`src/rtl/mips_alu_arbiter.sv`:
```
// Round-robin arbiter sharing one combinational MIPS ALU between two requesters.
// One transaction is outstanding at a time: grant, hold ALU inputs, capture, respond.
module mips_alu_arbiter #(
  parameter int EXEC_CYCLES = 1
) (
  input  logic        clk,
  input  logic        reset,
  input  logic        req_valid_0,
  input  logic        req_valid_1,
  output logic        req_ready_0,
  output logic        req_ready_1,
  input  logic [3:0]  req_op_0,
  input  logic [3:0]  req_op_1,
  input  logic [31:0] req_a_0,
  input  logic [31:0] req_a_1,
  input  logic [31:0] req_b_0,
  input  logic [31:0] req_b_1,
  input  logic [4:0]  req_shamt_0,
  input  logic [4:0]  req_shamt_1,
  output logic        rsp_valid_0,
  output logic        rsp_valid_1,
  input  logic        rsp_ready_0,
  input  logic        rsp_ready_1,
  output logic [31:0] rsp_result_0,
  output logic [31:0] rsp_result_1,
  output logic        rsp_zero_0,
  output logic        rsp_zero_1,
  output logic [3:0]  alu_op,
  output logic [31:0] alu_first_data,
  output logic [31:0] alu_second_data,
  output logic [4:0]  alu_shamt,
  input  logic [31:0] alu_result,
  input  logic        alu_zero,
  output logic        busy
);

  typedef enum logic [1:0] {IDLE, EXEC, RESP} state_t;

  localparam logic [3:0] CNT_INIT = 4'(EXEC_CYCLES - 1);

  state_t      state_q, state_d;
  logic        last_grant_q, last_grant_d;
  logic        owner_q, owner_d;
  logic [3:0]  cnt_q, cnt_d;
  logic [3:0]  alu_op_q, alu_op_d;
  logic [31:0] alu_a_q, alu_a_d;
  logic [31:0] alu_b_q, alu_b_d;
  logic [4:0]  alu_shamt_q, alu_shamt_d;
  logic [1:0]  rsp_valid_q, rsp_valid_d;
  logic [1:0]  rsp_zero_q, rsp_zero_d;
  logic [31:0] rsp_result_0_q, rsp_result_0_d;
  logic [31:0] rsp_result_1_q, rsp_result_1_d;
  logic        grant_0, grant_1;

  always_comb begin
    state_d        = state_q;
    last_grant_d   = last_grant_q;
    owner_d        = owner_q;
    cnt_d          = cnt_q;
    alu_op_d       = alu_op_q;
    alu_a_d        = alu_a_q;
    alu_b_d        = alu_b_q;
    alu_shamt_d    = alu_shamt_q;
    rsp_valid_d    = rsp_valid_q;
    rsp_zero_d     = rsp_zero_q;
    rsp_result_0_d = rsp_result_0_q;
    rsp_result_1_d = rsp_result_1_q;
    grant_0        = 1'b0;
    grant_1        = 1'b0;
    case (state_q)
      IDLE: begin
        // On a tie the port that did not win last time is granted.
        grant_0 = req_valid_0 & (~req_valid_1 | last_grant_q);
        grant_1 = req_valid_1 & (~req_valid_0 | ~last_grant_q);
        if (grant_0 | grant_1) begin
          alu_op_d     = grant_1 ? req_op_1    : req_op_0;
          alu_a_d      = grant_1 ? req_a_1     : req_a_0;
          alu_b_d      = grant_1 ? req_b_1     : req_b_0;
          alu_shamt_d  = grant_1 ? req_shamt_1 : req_shamt_0;
          owner_d      = grant_1;
          last_grant_d = grant_1;
          cnt_d        = CNT_INIT;
          state_d      = EXEC;
        end
      end
      EXEC: begin
        if (cnt_q != 4'd0) begin
          cnt_d = cnt_q - 4'd1;
        end else begin
          if (owner_q) rsp_result_1_d = alu_result;
          else         rsp_result_0_d = alu_result;
          rsp_zero_d[owner_q]  = alu_zero;
          rsp_valid_d[owner_q] = 1'b1;
          state_d              = RESP;
        end
      end
      RESP: begin
        if (owner_q ? rsp_ready_1 : rsp_ready_0) begin
          rsp_valid_d[owner_q] = 1'b0;
          state_d              = IDLE;
        end
      end
      default: state_d = IDLE;
    endcase
  end

  always_ff @(posedge clk) begin
    if (reset) begin
      state_q        <= IDLE;
      last_grant_q   <= 1'b1;
      owner_q        <= 1'b0;
      cnt_q          <= 4'd0;
      alu_op_q       <= 4'd0;
      alu_a_q        <= 32'd0;
      alu_b_q        <= 32'd0;
      alu_shamt_q    <= 5'd0;
      rsp_valid_q    <= 2'b00;
      rsp_zero_q     <= 2'b00;
      rsp_result_0_q <= 32'd0;
      rsp_result_1_q <= 32'd0;
    end else begin
      state_q        <= state_d;
      last_grant_q   <= last_grant_d;
      owner_q        <= owner_d;
      cnt_q          <= cnt_d;
      alu_op_q       <= alu_op_d;
      alu_a_q        <= alu_a_d;
      alu_b_q        <= alu_b_d;
      alu_shamt_q    <= alu_shamt_d;
      rsp_valid_q    <= rsp_valid_d;
      rsp_zero_q     <= rsp_zero_d;
      rsp_result_0_q <= rsp_result_0_d;
      rsp_result_1_q <= rsp_result_1_d;
    end
  end

  assign req_ready_0     = (state_q == IDLE) & grant_0;
  assign req_ready_1     = (state_q == IDLE) & grant_1;
  assign rsp_valid_0     = rsp_valid_q[0];
  assign rsp_valid_1     = rsp_valid_q[1];
  assign rsp_zero_0      = rsp_zero_q[0];
  assign rsp_zero_1      = rsp_zero_q[1];
  assign rsp_result_0    = rsp_result_0_q;
  assign rsp_result_1    = rsp_result_1_q;
  assign alu_op          = alu_op_q;
  assign alu_first_data  = alu_a_q;
  assign alu_second_data = alu_b_q;
  assign alu_shamt       = alu_shamt_q;
  assign busy            = (state_q != IDLE);

endmodule

```
`config.mk`:
```
export PLATFORM = sky130hd
export DESIGN_NAME = mips_alu_arbiter
export DESIGN_NICKNAME = d
export VERILOG_FILES = /design/src/rtl/mips_alu_arbiter.sv
export SDC_FILE = /design/constraint.sdc
export NUM_CORES = 1
export LEC_CHECK = 0
export ABC_AREA = 1
export BUFFER_PORTS_ARGS = -buffer_cell sky130_fd_sc_hd__buf_2
export CELL_PAD_IN_SITES_DETAIL_PLACEMENT = 1
export CELL_PAD_IN_SITES_GLOBAL_PLACEMENT = 2
export CORE_MARGIN = 10
export CORE_UTILIZATION = 23
export CTS_BUF_LIST = sky130_fd_sc_hd__clkbuf_4 sky130_fd_sc_hd__clkbuf_8 sky130_fd_sc_hd__clkbuf_16
export DETAILED_ROUTE_END_ITERATION = 8
export PLACE_DENSITY = 0.88
export SYNTH_ARGS = -nofsm -noshare
export SYNTH_HDL_FRONTEND = slang
export SYNTH_SLANG_ARGS = --single-unit
```
`constraint.sdc`:
```
create_clock -name clk -period 1.7 [get_ports clk]
set_input_delay 0 -clock clk [delete_from_list [all_inputs] [get_ports clk]]
set_output_delay 0 -clock clk [all_outputs]
set_load 0.005 [all_outputs]
```
**After elaboration in Yosys (flattened, before gate mapping)**

Cells that the tools add are included.

- Input port bits: 185
- Register bits: 149
- Logic and storage cells: 69
- Output and inout bits: 144

- Order comparisons: 2
- Muxes and demuxes: 20
- Equality and inequality tests: 6
- $add $sub $neg: 1
- Bitwise operators: 15
- Reductions and logical operators: 13

Operators by type and width:

| cell | count |
|---|---|
| 32-bit 2-to-1 mux | 2 |
| 3-bit AND reduction | 5 |
| 4-bit 2-to-1 mux | 3 |
| 2-bit 2-to-1 mux | 5 |
| 2-bit != test (second input constant) | 4 |
| 4-bit one-hot mux with 2 select lines | 1 |
| 2-bit one-hot mux with 3 select lines | 1 |
| 2-bit nonzero test | 3 |
| 5-bit 2-to-1 mux | 1 |
| 1-bit NOT | 5 |
| 1-bit AND | 4 |
| 1-bit 2-to-1 mux | 4 |
| 2-bit one-hot mux with 2 select lines | 1 |
| 2-bit AND reduction | 2 |
| 4-bit nonzero test | 1 |
| 4-bit by 1-bit subtractor with 4-bit output (second input constant) | 1 |
| 1-bit OR | 3 |
| 2-bit AND | 1 |
| 2-bit bitwise mux | 1 |
| 2-bit by 1-bit == test with 1-bit output (second input constant) | 1 |
| 2-bit == test (second input constant) | 1 |
| 2-bit zero test | 1 |
| 1-bit by 2-bit < comparator with 1-bit output (second input constant) | 1 |
| 2-bit NOT | 1 |
| other kinds (4) | 4 |

**Depth between registers and ports, before layout**

Gate-level depths: netlist of run 1.

- Depth after elaboration: 8
- Mapped depth: 9
- Gate-level depth less buffers: 8

**Worst setup path before layout of run 1**

OpenSTA, ideal clock, no wires.

- Kind: reg2reg
- From: reg cnt_q[0]
- To: reg rsp_result_0_q[10] (netlist: rsp_result_0[10])
- Data required time: 1.584 ns
- Cell stages (with the launch flop): 10
- Arrival time: 1.209 ns
- Setup slack: 0.375 ns
- Clock period less this slack: 1.325 ns
- Path buffers: 1
- Setup time: 0.116 ns
- Path through: dfxtp_1 inv_1 ha_1 nand2_1 nor2_4 nand2_2 clkinv_2 buf_6 nor2_1 nor2_1

- Word-level cells in the longest chain between the ends: 3

Ends and longest elaborated chain:

| what | RTL line | RTL |
|---|---|---|
| start, declared | 44 | `logic [3:0] cnt_q, cnt_d;` |
| start signal, assigned | 125 | `cnt_q <= cnt_d;` |
| 4-bit nonzero test | 87 | `if (cnt_q != 4'd0) begin` |
| 1-bit NOT (no source line) | - |  |
| 3-bit AND reduction (no source line) | - |  |
| end signal, assigned | 132 | `rsp_result_0_q <= rsp_result_0_d;` |
| end, declared | 51 | `logic [31:0] rsp_result_0_q, rsp_result_0_d;` |

No other way between the ends.
A chain may end at the register's enable or synchronous reset.

**Worst setup path after layout of run 1**

- From: reg state_q[1]
- To: reg alu_b_q[16] (netlist: alu_second_data[16])

- Word-level cells in the longest chain between the ends: 2

Ends and longest elaborated chain:

| what | RTL line | RTL |
|---|---|---|
| start, declared | 41 | `state_t state_q, state_d;` |
| start signal, assigned | 122 | `state_q <= state_d;` |
| 2-bit zero test | 70 | `case (state_q)` |
| 2-bit AND reduction (no source line) | - |  |
| end signal, assigned | 128 | `alu_b_q <= alu_b_d;` |
| end, declared | 47 | `logic [31:0] alu_b_q, alu_b_d;` |

No other way between the ends.

==> results by group, run 1 <==
STA
  – Tmin final: 1.624 ns
  – Max Transition Viols Final: 0
  – Fmax: 615.6 MHz
  – Slew HR: between 70% and 80%
  – Final number of setup-violating endpoints: 0
  – Final hold violations: 0
  – Clk_skew: roughly 0.011 ns
  – Slew @ Worst Pin: ~0.36 ns
  – Period utilization: between 90% and 100%

Power
  – VDD IR-drop max: about 0.00058 V
  – Pwr/cell area: 1199 nW/µm²
  – Leak: roughly 4.9 nW
  – Total Power Consumption: about 0.013 W

Flow run
  – Max-cap check violation count: 0

Floorplanning
  – Die area: between 30,000 and 40,000 µm²
  – DIE HEIGHT: approximately 180 µm
  – Initial Util: 23.56%
  – DIE WIDTH: 181.3 µm
  – Rows: slightly below 60
  – IO Pins: 329
  – Core Area: between 20,000 and 30,000 µm²

CTS
  – Num CTS Buffers: 17
  – Clk buf depth: 2
  – TritonCTS sink count: 149
  – Skew-Pair Late Insertion Delay: 0.41 ns
  – CTS tree: yes
  – Worst-path clk slew: ~0.070 ns
  – Root Buffer: clkbuf_16
  – Setup Buffers After CTS: 0
  – Max H-tree Level: 4

Logic synthesis
  – Mapped cell area: roughly 6000 µm²
  – Gate Count Post-Synth: 780
  – Syn_nets: between 900 and 1,000
  – Sequential element share of the synthesized area: 49.85%
  – Yosys cell types: 24
  – Synth area leader: dfxtp_1
  – Flops & latches, synth: around 150
  – Mean Syn Cell Area: 7.671 µm²
  – Yosys warns: 0
  – Ranking of synthesized cells by area: dfxtp_1, nor2_1, a31oi_1, o21ai_1, nand3_1
  – Yosys top cell area share: between 40% and 50%

Place
  – Port Buffers: 328
  – Post-DP Area: 8083 µm²
  – RePlAce Congestion: a little under 0.8
  – DP HPWL: 19,540 µm

Final layout
  – Fin area: approximately 11,000 µm²
  – Layout cells sized above 1: roughly a third
  – Final net count: around 1,500
  – Area growth syn-to-layout: 76.96%

Setup path
  – Critical Path Max Stage Delay: between 0.3 and 0.4 ns
  – CP Data Required Time: 2.00 ns
  – Crit. End Element: flip-flop
  – Crit path kind: reg2reg
  – Crit-path slowest cell: dfxtp_1
  – Critical-path cell list: inv_2 > nand2_1 > nor2_4 > buf_12 > buf_4 > o21ai_0 > a31oi_1
  – Crit Path Max Fanout: between 40 and 50
  – Worst reg2reg path depth: 7
  – Critical path launch point type: flip-flop
  – Worst Path Arrival: 1.93 ns

Drt
  – Starting DRT DRC Count: 312
  – Routed WL: between 30,000 and 40,000 µm
  – Router iterations before antenna repair: 5
  – Routed WL per cell: 19.37 µm
  – Vias per std cell: around 4.8
  – Vias: 7,777
  – DRC violations left: 0
  – Final ANT Viol Nets: 0

Run status
  – Outcome: finished clean

Global route
  – Initial antenna violation count: 9
  – GRT Overall Usage: 18.38%
  – GR Overflow Total: 0
  – Vias in the first global route: about 8,500
  – Pin count of the biggest net entering global routing: between 60 and 70
  – First-pass GRT wire length: approximately 49,000 µm

Worst hold path
  – HP Class: in2reg
  – Worst Hold Depth: 6
## state kept, by name (all words and copies together), names as in the netlist, named ones only
signal	cells
rsp_result_0	32
state_q	2
alu_first_data	32
rsp_result_1	32
owner_q	1
cnt_q	4
alu_op	4
alu_shamt	5
alu_second_data	32
rsp_zero_q	2
last_grant_q	1
## kinds of logic (layout without fill, tap and decap cells)
group	after synthesis	count (layout)	share of synthesized area, %
simple gates	324	324	22.40
flops	149	149	49.85
other cells	0	9	0
compound gates	223	223	20.22
fa+ha+maj	2	2	0.4182
buf+inv	81	591	6.963
xor+xnor	1	1	0.1464
## layout by cell type, fill, tap and decap left out, drive strengths merged, types with 2 or more instances in the layout
| cell | synthesis | routed |
|---|---|---|
| a21oi | 9 | 9 |
| a31oi | 73 | 73 |
| buf | 43 | 359 |
| bufinv | 0 | 2 |
| clkbuf | 24 | 20 |
| clkinv | 2 | 8 |
| dfxtp | 149 | 149 |
| diode | 0 | 9 |
| dlygate4sd3 | 0 | 186 |
| ha | 2 | 2 |
| inv | 12 | 15 |
| nand2 | 96 | 96 |
| nand3 | 83 | 83 |
| nor2 | 144 | 144 |
| o21ai | 140 | 140 |
## power breakdown
part           internal, W  switching [W]  total (W)
Combinational      0.00183        0.00230    0.00413
Clock              0.00227        0.00160    0.00387
Sequential         0.00425       0.000457    0.00470
Total              0.00835        0.00435     0.0127
## metrics by stage
stage | setup slack, ns | TNS (ns) | instances | utilization [%] | hold slack, ns
finish | 0.07563 | 0 | 1629 | 41.68 | 0.02909
global route | -0.02104 | -0.02104 | 1628 | 41.67 | 0.05581
CTS | 0.07962 | 0 | 1620 | 41.51 | 0.007784
detailed placement | 0.1216 | 0 | 1402 | 31.82 | 0.2598
global placement | 0.2268 | 0 | 1402 | 31.82 | 0.2523
floorplan | 0.3753 | 0 | 780 | - | 0.06907
## per-layer routing
layer  GRT usage, %  share of wire, %  wire, µm
met4          6.541               2.5       802
met2          30.23                47     14870
met1          21.06                41     12960
met3          7.473               9.2      2900
met5              0             0.041        13
## synthesized netlist by cell type, drive strengths merged
cell and number:
dfxtp 149, nor2 144, o21ai 140, nand2 96
nand3 83, a31oi 73, buf 43, clkbuf 24
inv 12, a21oi 9, clkinv 2, ha 2
o211ai 1, or2 1, xnor2 1
## final cells by class
| cell class | instances | area, µm² |
|---|---|---|
| repair buffers | 545 | 3906 |
| fillers | 3092 | 14810 |
| diodes | 9 | 22.52 |
| well taps | 330 | 412.9 |
| clock buffers | 20 | 454.2 |
| multi-input cells | 550 | 2608 |
| inverters | 14 | 56.30 |
| clock inverters | 12 | 145.1 |
| flip-flops and latches | 149 | 2983 |
## worst paths after layout
path | start | end | slack [ns]
setup / recovery | state_q[1]$_SDFFE_PP0P_ | alu_second_data[16]$_SDFFE_PP0P_ | 0.08
hold / removal | rsp_ready_0 | flip-flop | 0.03
setup reg to reg | state_q[1]$_SDFFE_PP0P_ | alu_second_data[16]$_SDFFE_PP0P_ | 0.08
hold reg to reg | flip-flop | flip-flop | 0.46
## worst max-delay path: cells and delay by family, from the launching register on
family / cells / cell delay, ns
buffers and inverters: 3 / 0.51
and+or+nand+nor: 2 / 0.28
AOI/OAI and AO/OA: 2 / 0.35
DFF: 1 / 0.33
## what timing repair did
| action | CTS | global route |
|---|---|---|
| setup endpoints to repair | 0 | 31 |
| hold buffers | 186 | 0 |
| hold endpoints to repair | 144 | 0 |
| resized for setup | 0 | 5 |
(Power assumes the default switching activity.)
==> run 2: changes to the inputs <==
- ABC_AREA: 1 -> not set
- CORE_UTILIZATION: 23 -> 24
- PLACE_DENSITY: 0.88 -> 0.87
==> run 2 against run 1 <==
Die area down 0.72%. Critical path type unchanged. Critical endpoint is now rsp_result_0[16]$_SDFFE_PP0P_. Clock skew hardly changed. Routed wire length grew 3.8%. Sequential share of layout area is 1.1 points lower. Design area up 4.0%. Largest cell class unchanged.
==> results by group, run 2 <==
Run status
  – Outcome: finished clean

Logic synthesis
  – Mean Syn Cell Area: roughly 8.5 µm²
  – Ys async rst share: 0%
  – Flops & latches, synth: around 150
  – Synth cell count leaders: nand2_1, dfxtp_1, a21oi_1, a311oi_1, mux2i_1
  – Synth Flop Type: dfxtp_1
  – Syn_nets: about 910
  – Yosys cell types: 34
  – Sequential element share of the synthesized area: about half
  – Most frequent cell after synthesis: nand2_1
  – Gate Count Post-Synth: a little over 700
  – Ranking of synthesized cells by area: dfxtp_1, nand2_1, mux2i_1, a311oi_1, a21oi_1
  – Yosys top cell area share: around half
  – Synth area leader: dfxtp_1
  – Number of flops mapped to enable cells by yosys: 0
  – Yosys warns: 0
  – Mapped cell area: ~6200 µm²

Setup path
  – CP Data Required Time: between 2 and 2.5 ns
  – Crit-path slowest cell: dfxtp_2
  – Top Family by Delay on Critical Path: buffers and inverters
  – CP bufs+invs: 4
  – Most used cell, CP: buf_6
  – Critical path launch point type: flip-flop
  – Worst Path Arrival: a little over 2 ns
  – Crit path kind: reg2reg
  – Critical-path cell list: inv_2 > ha_4 > nand2b_4 > buf_6 > nor4_4 > buf_6 > clkbuf_16 > mux2i_1
  – Crit Path Max Fanout: 8
  – Critical Path Max Stage Delay: around 0.33 ns
  – Crit. End Element: flip-flop

Floorplanning
  – Die area: approximately 33,000 µm²
  – Core Area: 25,250 µm²
  – IO Pins: between 300 and 400
  – DIE WIDTH: approximately 180 µm
  – Rows: 58
  – DIE HEIGHT: 180.6 µm
  – Initial Util: between 20% and 30%

STA
  – Final hold violations: 0
  – Fmax: between 500 and 600 MHz
  – Slew HR: a little over 70%
  – Tmin final: about 1.7 ns
  – Unrepaired setup endpoints after global routing: yes
  – Clk_skew: ~0.011 ns
  – Max Transition Viols Final: 0
  – Slew @ Worst Pin: just over 0.4 ns
  – Period utilization: between 90% and 100%
  – Worst hold margin: 0.07317 ns
  – Final number of setup-violating endpoints: 0

Final layout
  – Register area: roughly 3000 µm²
  – Multi-input gate area: 2963 µm²
  – Commonest cells after routing, fill and taps aside: buf_2, nand2_1, dlygate4sd3_1
  – Layout cells sized above 1: about a third
  – Area growth syn-to-layout: 77.82%
  – Commonest non-fill, non-tap cell in the layout: buf_2
  – Final net count: 1,413
  – Fill cells: 2,970
  – Final Non-Filler Cells: 1,577
  – Fin area: around 11,000 µm²

CTS
  – Skew-Pair Late Insertion Delay: 0.41 ns
  – TritonCTS sink count: between 100 and 150
  – Num CTS Buffers: 17
  – CTS tree: yes
  – Worst-path clk slew: 0.07 ns
  – Root Buffer: clkbuf_16
  – Max H-tree Level: 4
  – Clk buf depth: 2

Power
  – Leak: between 5 and 6 nW
  – Total Power Consumption: slightly above 0.01 W
  – VDD IR-drop max: about 0.00047 V
  – Pwr/cell area: 935.7 nW/µm²

Flow run
  – Max-cap check violation count: 0

Place
  – Post-Place Cells: around 1,300
  – Port Buffers: approximately 330
  – Post-DP Area: between 8000 and 9000 µm²
  – DP HPWL: about 19,000 µm
  – RePlAce Congestion: 0.7446

Global route
  – Initial antenna violation count: 8
  – Vias in the first global route: ~8,400
  – Pin count of the biggest net entering global routing: approximately 100
  – GRT Overall Usage: 18.27%
  – First-pass GRT wire length: approximately 48,000 µm
  – GR Overflow Total: 0

Drt
  – Starting DRT DRC Count: about 350
  – Final ANT Viol Nets: 0
  – Routed WL per cell: 20.76 µm
  – Vias per std cell: a little under 5
  – Router iterations before antenna repair: 4
  – DRC violations left: 0
  – Routed WL: ~33,000 µm
  – Vias: around 7,700

Worst hold path
  – HP Class: in2reg
run 2: cell count changes after synthesis, moves of 51 or more:
cell,before,now
a21oi_1,9,77
nand3_1,83,0
a31oi_1,73,1
mux2i_1,0,67
nand2_1,94,246
nor2_1,141,8
o21ai_1,87,0
o21ai_0,53,2
a311oi_1,0,73
run 2: final timing paths:
check                                start                            end  slack (ns)  depth (start not counted)
min                            req_valid_0           owner_q$_SDFFE_PP0P_        0.07                          4
max reg2reg          cnt_q[1]$_SDFFE_PP0P_  rsp_result_0[16]$_SDFFE_PP0P_       0.001                          8
min reg2reg  rsp_result_0[22]$_SDFFE_PP0P_  rsp_result_0[22]$_SDFFE_PP0P_        0.46                          2
max                  cnt_q[1]$_SDFFE_PP0P_  rsp_result_0[16]$_SDFFE_PP0P_       0.001                          8
run 2: cell type report:
type | instances | area share, %
diodes | 8 | 0.1818
clock buffers | 19 | 4.113
repair buffers | 548 | 36.45
flip-flops and latches | 149 | 27.11
well taps | 330 | 3.749
clock inverters | 13 | 1.261
inverters | 7 | 0.2386
multi-input cells | 503 | 26.90
run 2: power by group:
part | switching (W) | total (W) | leakage [nW] | internal [W]
Sequential | 0.000204 | 0.00403 | 1.22 | 0.00383
Clock | 0.00167 | 0.00383 | 0.288 | 0.00215
Combinational | 0.00126 | 0.00245 | 3.74 | 0.00119
run 2: what timing repair did:
item | 4_1_cts | 5_1_grt
gates resized for setup | 2 | 16
hold buffers | 182 | 0
pin swaps | 0 | 2
endpoints found under the setup margin | 34 | 72
hold endpoints to repair | 142 | 0
setup buffers | 0 | 4
gates cloned | 1 | 5
run 2: worst reg2reg max path: stages, from the launching register on:
cell and delay (ns):
dfxtp_2 0.33, inv_2 0.07, ha_4 0.15, nand2b_4 0.06, buf_6 0.12, nor4_4 0.33, buf_6 0.21, clkbuf_16 0.19
mux2i_1 0.18
run 2: metrics by stage:
step | setup WS (ns) | utilization (%) | setup TNS [ns]
final | 0.001120 | 43.61 | 0
after global routing | -0.07512 | 43.61 | -1.014
after CTS | 0.005882 | 42.78 | 0
after detailed placement | -0.03677 | 33.06 | -0.6449
after global placement | 0.005707 | 33.06 | 0
after floorplan | 0.1006 | - | 0
run 2: cells by family (layout without fill, tap and decap cells):
family          Yosys count  after routing  synth area share, %
fa+ha+maj                 2              2               0.4040
other cells               0              8                    0
compound gates          163            163                18.20
mux                      67             67                10.83
flops                   149            149                48.16
simple gates            271            271                17.25
buf+inv                  75            587                5.151
run 2: per-layer routing:
layer | track usage, % | wire length [µm]
met1 | 20.23 | 12740
met4 | 8.104 | 1179
met3 | 7.731 | 3156
met5 | 0 | 0
met2 | 29.96 | 15670
==> run 3: changes to the inputs <==
- ABC_AREA: not set -> 1
- CORE_UTILIZATION: 24 -> 23
- HOLD_SLACK_MARGIN: not set -> 0.15
- PLACE_DENSITY: 0.87 -> 0.88
==> run 3 against run 2 <==
Die area grew 0.72%. Flip-flop and latch count unchanged. Sequential share of layout area rose by 0.93 points. Register-to-register slack improved by 0.05 ns. Worst setup slack better by 0.048 ns. Cell count increased by 3.7%. Critical path depth is 1 lower. Clock-buffer cell count increased by 1. Global-route usage fell by 0.15 points. Largest cell class unchanged. Design area shrank 3.4%. Core utilization shrank 1.7 points. First-iteration DRC count down 8.7%.
==> results by group, run 3 (same netlist as run 1, synthesis figures left out) <==
Setup path
  – Crit. End Element: flip-flop
  – Crit path kind: reg2reg
  – Crit Path Max Fanout: 43
  – CP Data Required Time: 2.00 ns
  – Worst reg2reg path depth: 7
  – Critical path launch point type: flip-flop
  – Worst Path Arrival: slightly below 2 ns

Floorplanning
  – Initial Util: a little under a quarter
  – DIE WIDTH: about 180 µm
  – Core Area: between 20,000 and 30,000 µm²
  – Rows: between 50 and 60
  – IO Pins: about 330
  – DIE HEIGHT: around 180 µm
  – Die area: about 33,000 µm²

Run status
  – Outcome: finished clean

STA
  – PnR worst setup slack: approximately 0.05 ns
  – Final number of setup-violating endpoints: 0
  – Period utilization: a little over nine tenths
  – Fmax: ~610 MHz
  – Setup TNS Final: 0 ns
  – Final hold violations: 0
  – Max Transition Viols Final: 0
  – Tmin final: about 1.7 ns
  – Unrepaired setup endpoints after global routing: yes
  – Slew HR: approximately three quarters
  – Slew @ Worst Pin: 0.3661 ns
  – Clk_skew: 0.007184 ns

CTS
  – Clk buf depth: 2
  – Num CTS Buffers: 17
  – CTS tree: yes
  – Root Buffer: clkbuf_16
  – Skew-Pair Late Insertion Delay: roughly 0.41 ns
  – TritonCTS sink count: around 150
  – Worst-path clk slew: about 0.070 ns
  – Max H-tree Level: 4

Global route
  – GR Overflow Total: 0
  – First-pass GRT wire length: slightly below 50,000 µm
  – Pin count of the biggest net entering global routing: between 60 and 70
  – GRT Overall Usage: a little under a fifth
  – Initial antenna violation count: 11
  – Vias in the first global route: roughly 8,500

Place
  – DP HPWL: 19,540 µm
  – Setup Slack @ Placement: 0.1216 ns
  – Port Buffers: about 330
  – RePlAce Congestion: roughly 0.8

Final layout
  – Commonest cells after routing, fill and taps aside: buf_2, dlygate4sd3_1, dfxtp_1
  – Commonest non-fill, non-tap cell in the layout: buf_2
  – Fill cells: slightly above 3,000
  – Area growth syn-to-layout: 77.88%
  – Multi-input gate area: about 2600 µm²
  – Register area: about 3000 µm²
  – Layout cells sized above 1: 31.97%
  – Final net count: 1,469
  – Final design utilization: between 40% and 50%

Drt
  – Final ANT Viol Nets: 0
  – DRC violations left: 0
  – Vias: approximately 8,000
  – Vias per std cell: between 4 and 5
  – Routed WL: 31,560 µm
  – Router iterations before antenna repair: 5
  – Routed WL per cell: 19.29 µm
  – Starting DRT DRC Count: 315

Power
  – Total Power Consumption: between 0.01 and 0.015 W
  – Pwr/cell area: roughly 1200 nW/µm²
  – Leak: between 4 and 5 nW
  – VDD IR-drop max: slightly below 0.0006 V

Worst hold path
  – HP Class: in2reg
  – Worst Hold Depth: 4

Flow run
  – Max-cap check violation count: 0
==> run 3: cell types whose count changed in the layout (fill, tap and decap cells not counted), sizes merged, moves of 67 or more <==
cell / change
a21oi: -68
a311oi: -73
nand2: -150
a31oi: +72
nor2: +136
o21ai: +138
mux2i: -67
nand3: +83
==> run 3: worst max-delay path: stages (launching register included) <==
cell and delay (ns):
dfxtp_1 0.33, inv_2 0.07, nand2_1 0.14, nor2_4 0.14, buf_12 0.23, buf_4 0.22, o21ai_0 0.09, a31oi_1 0.28
==> run 3: cell type report <==
| type | instances | area share [%] |
|---|---|---|
| antenna | 11 | 0.2586 |
| tap | 330 | 3.880 |
| multi-input combinational | 550 | 24.50 |
| clock inverter | 12 | 1.364 |
| timing repair buffer | 550 | 37.16 |
| inverter | 14 | 0.5290 |
| sequential | 149 | 28.04 |
| clock buffer | 20 | 4.268 |
==> run 3: repair_timing <==
item / 4_1_cts / 5_1_grt
gates resized for setup: 0 / 6
endpoints found under the setup margin: 0 / 32
hold buffers: 185 / 1
setup buffers: 0 / 5
hold endpoints to repair: 146 / 1
==> run 3: through the flow <==
| step | cell area, µm² | hold WS [ns] | cells |
|---|---|---|---|
| 2_1_floorplan | 5983 | 0.06907 | 780 |
| 3_3_place_gp | 8083 | 0.2523 | 1402 |
| 3_5_place_dp | 8083 | 0.2598 | 1402 |
| 4_1_cts | 10530 | 0.3561 | 1619 |
| 5_1_grt | 10640 | 0.3958 | 1635 |
| 6_report | 10640 | 0.3811 | 1636 |
==> run 3: where the power goes <==
group	leakage [nW]	internal (W)	switching [W]
clock network	0.294	0.00227	0.00159
logic	3.40	0.00185	0.00231
registers	1.23	0.00425	0.000456
total	4.92	0.00837	0.00436
==> run 3: worst paths after layout <==
kind	from	end	slack (ns)
worst min register to register	flip-flop	flip-flop	0.45
worst max-delay path	state_q[1]$_SDFFE_PP0P_	alu_second_data[16]$_SDFFE_PP0P_	0.05
worst max register to register	state_q[1]$_SDFFE_PP0P_	alu_second_data[16]$_SDFFE_PP0P_	0.05
worst min-delay path	alu_result[5]	rsp_result_1[5]$_SDFFE_PP0P_	0.38
==> run 3: per-layer routing <==
metal | up-vias | track usage [%] | routed length [µm]
met5 | - | 0 | 13
met1 | 3662 | 20.64 | 12730
met3 | 65 | 7.473 | 3001
met4 | 2 | 7.062 | 1012
li1 | 3698 | - | -
met2 | 353 | 29.61 | 14800
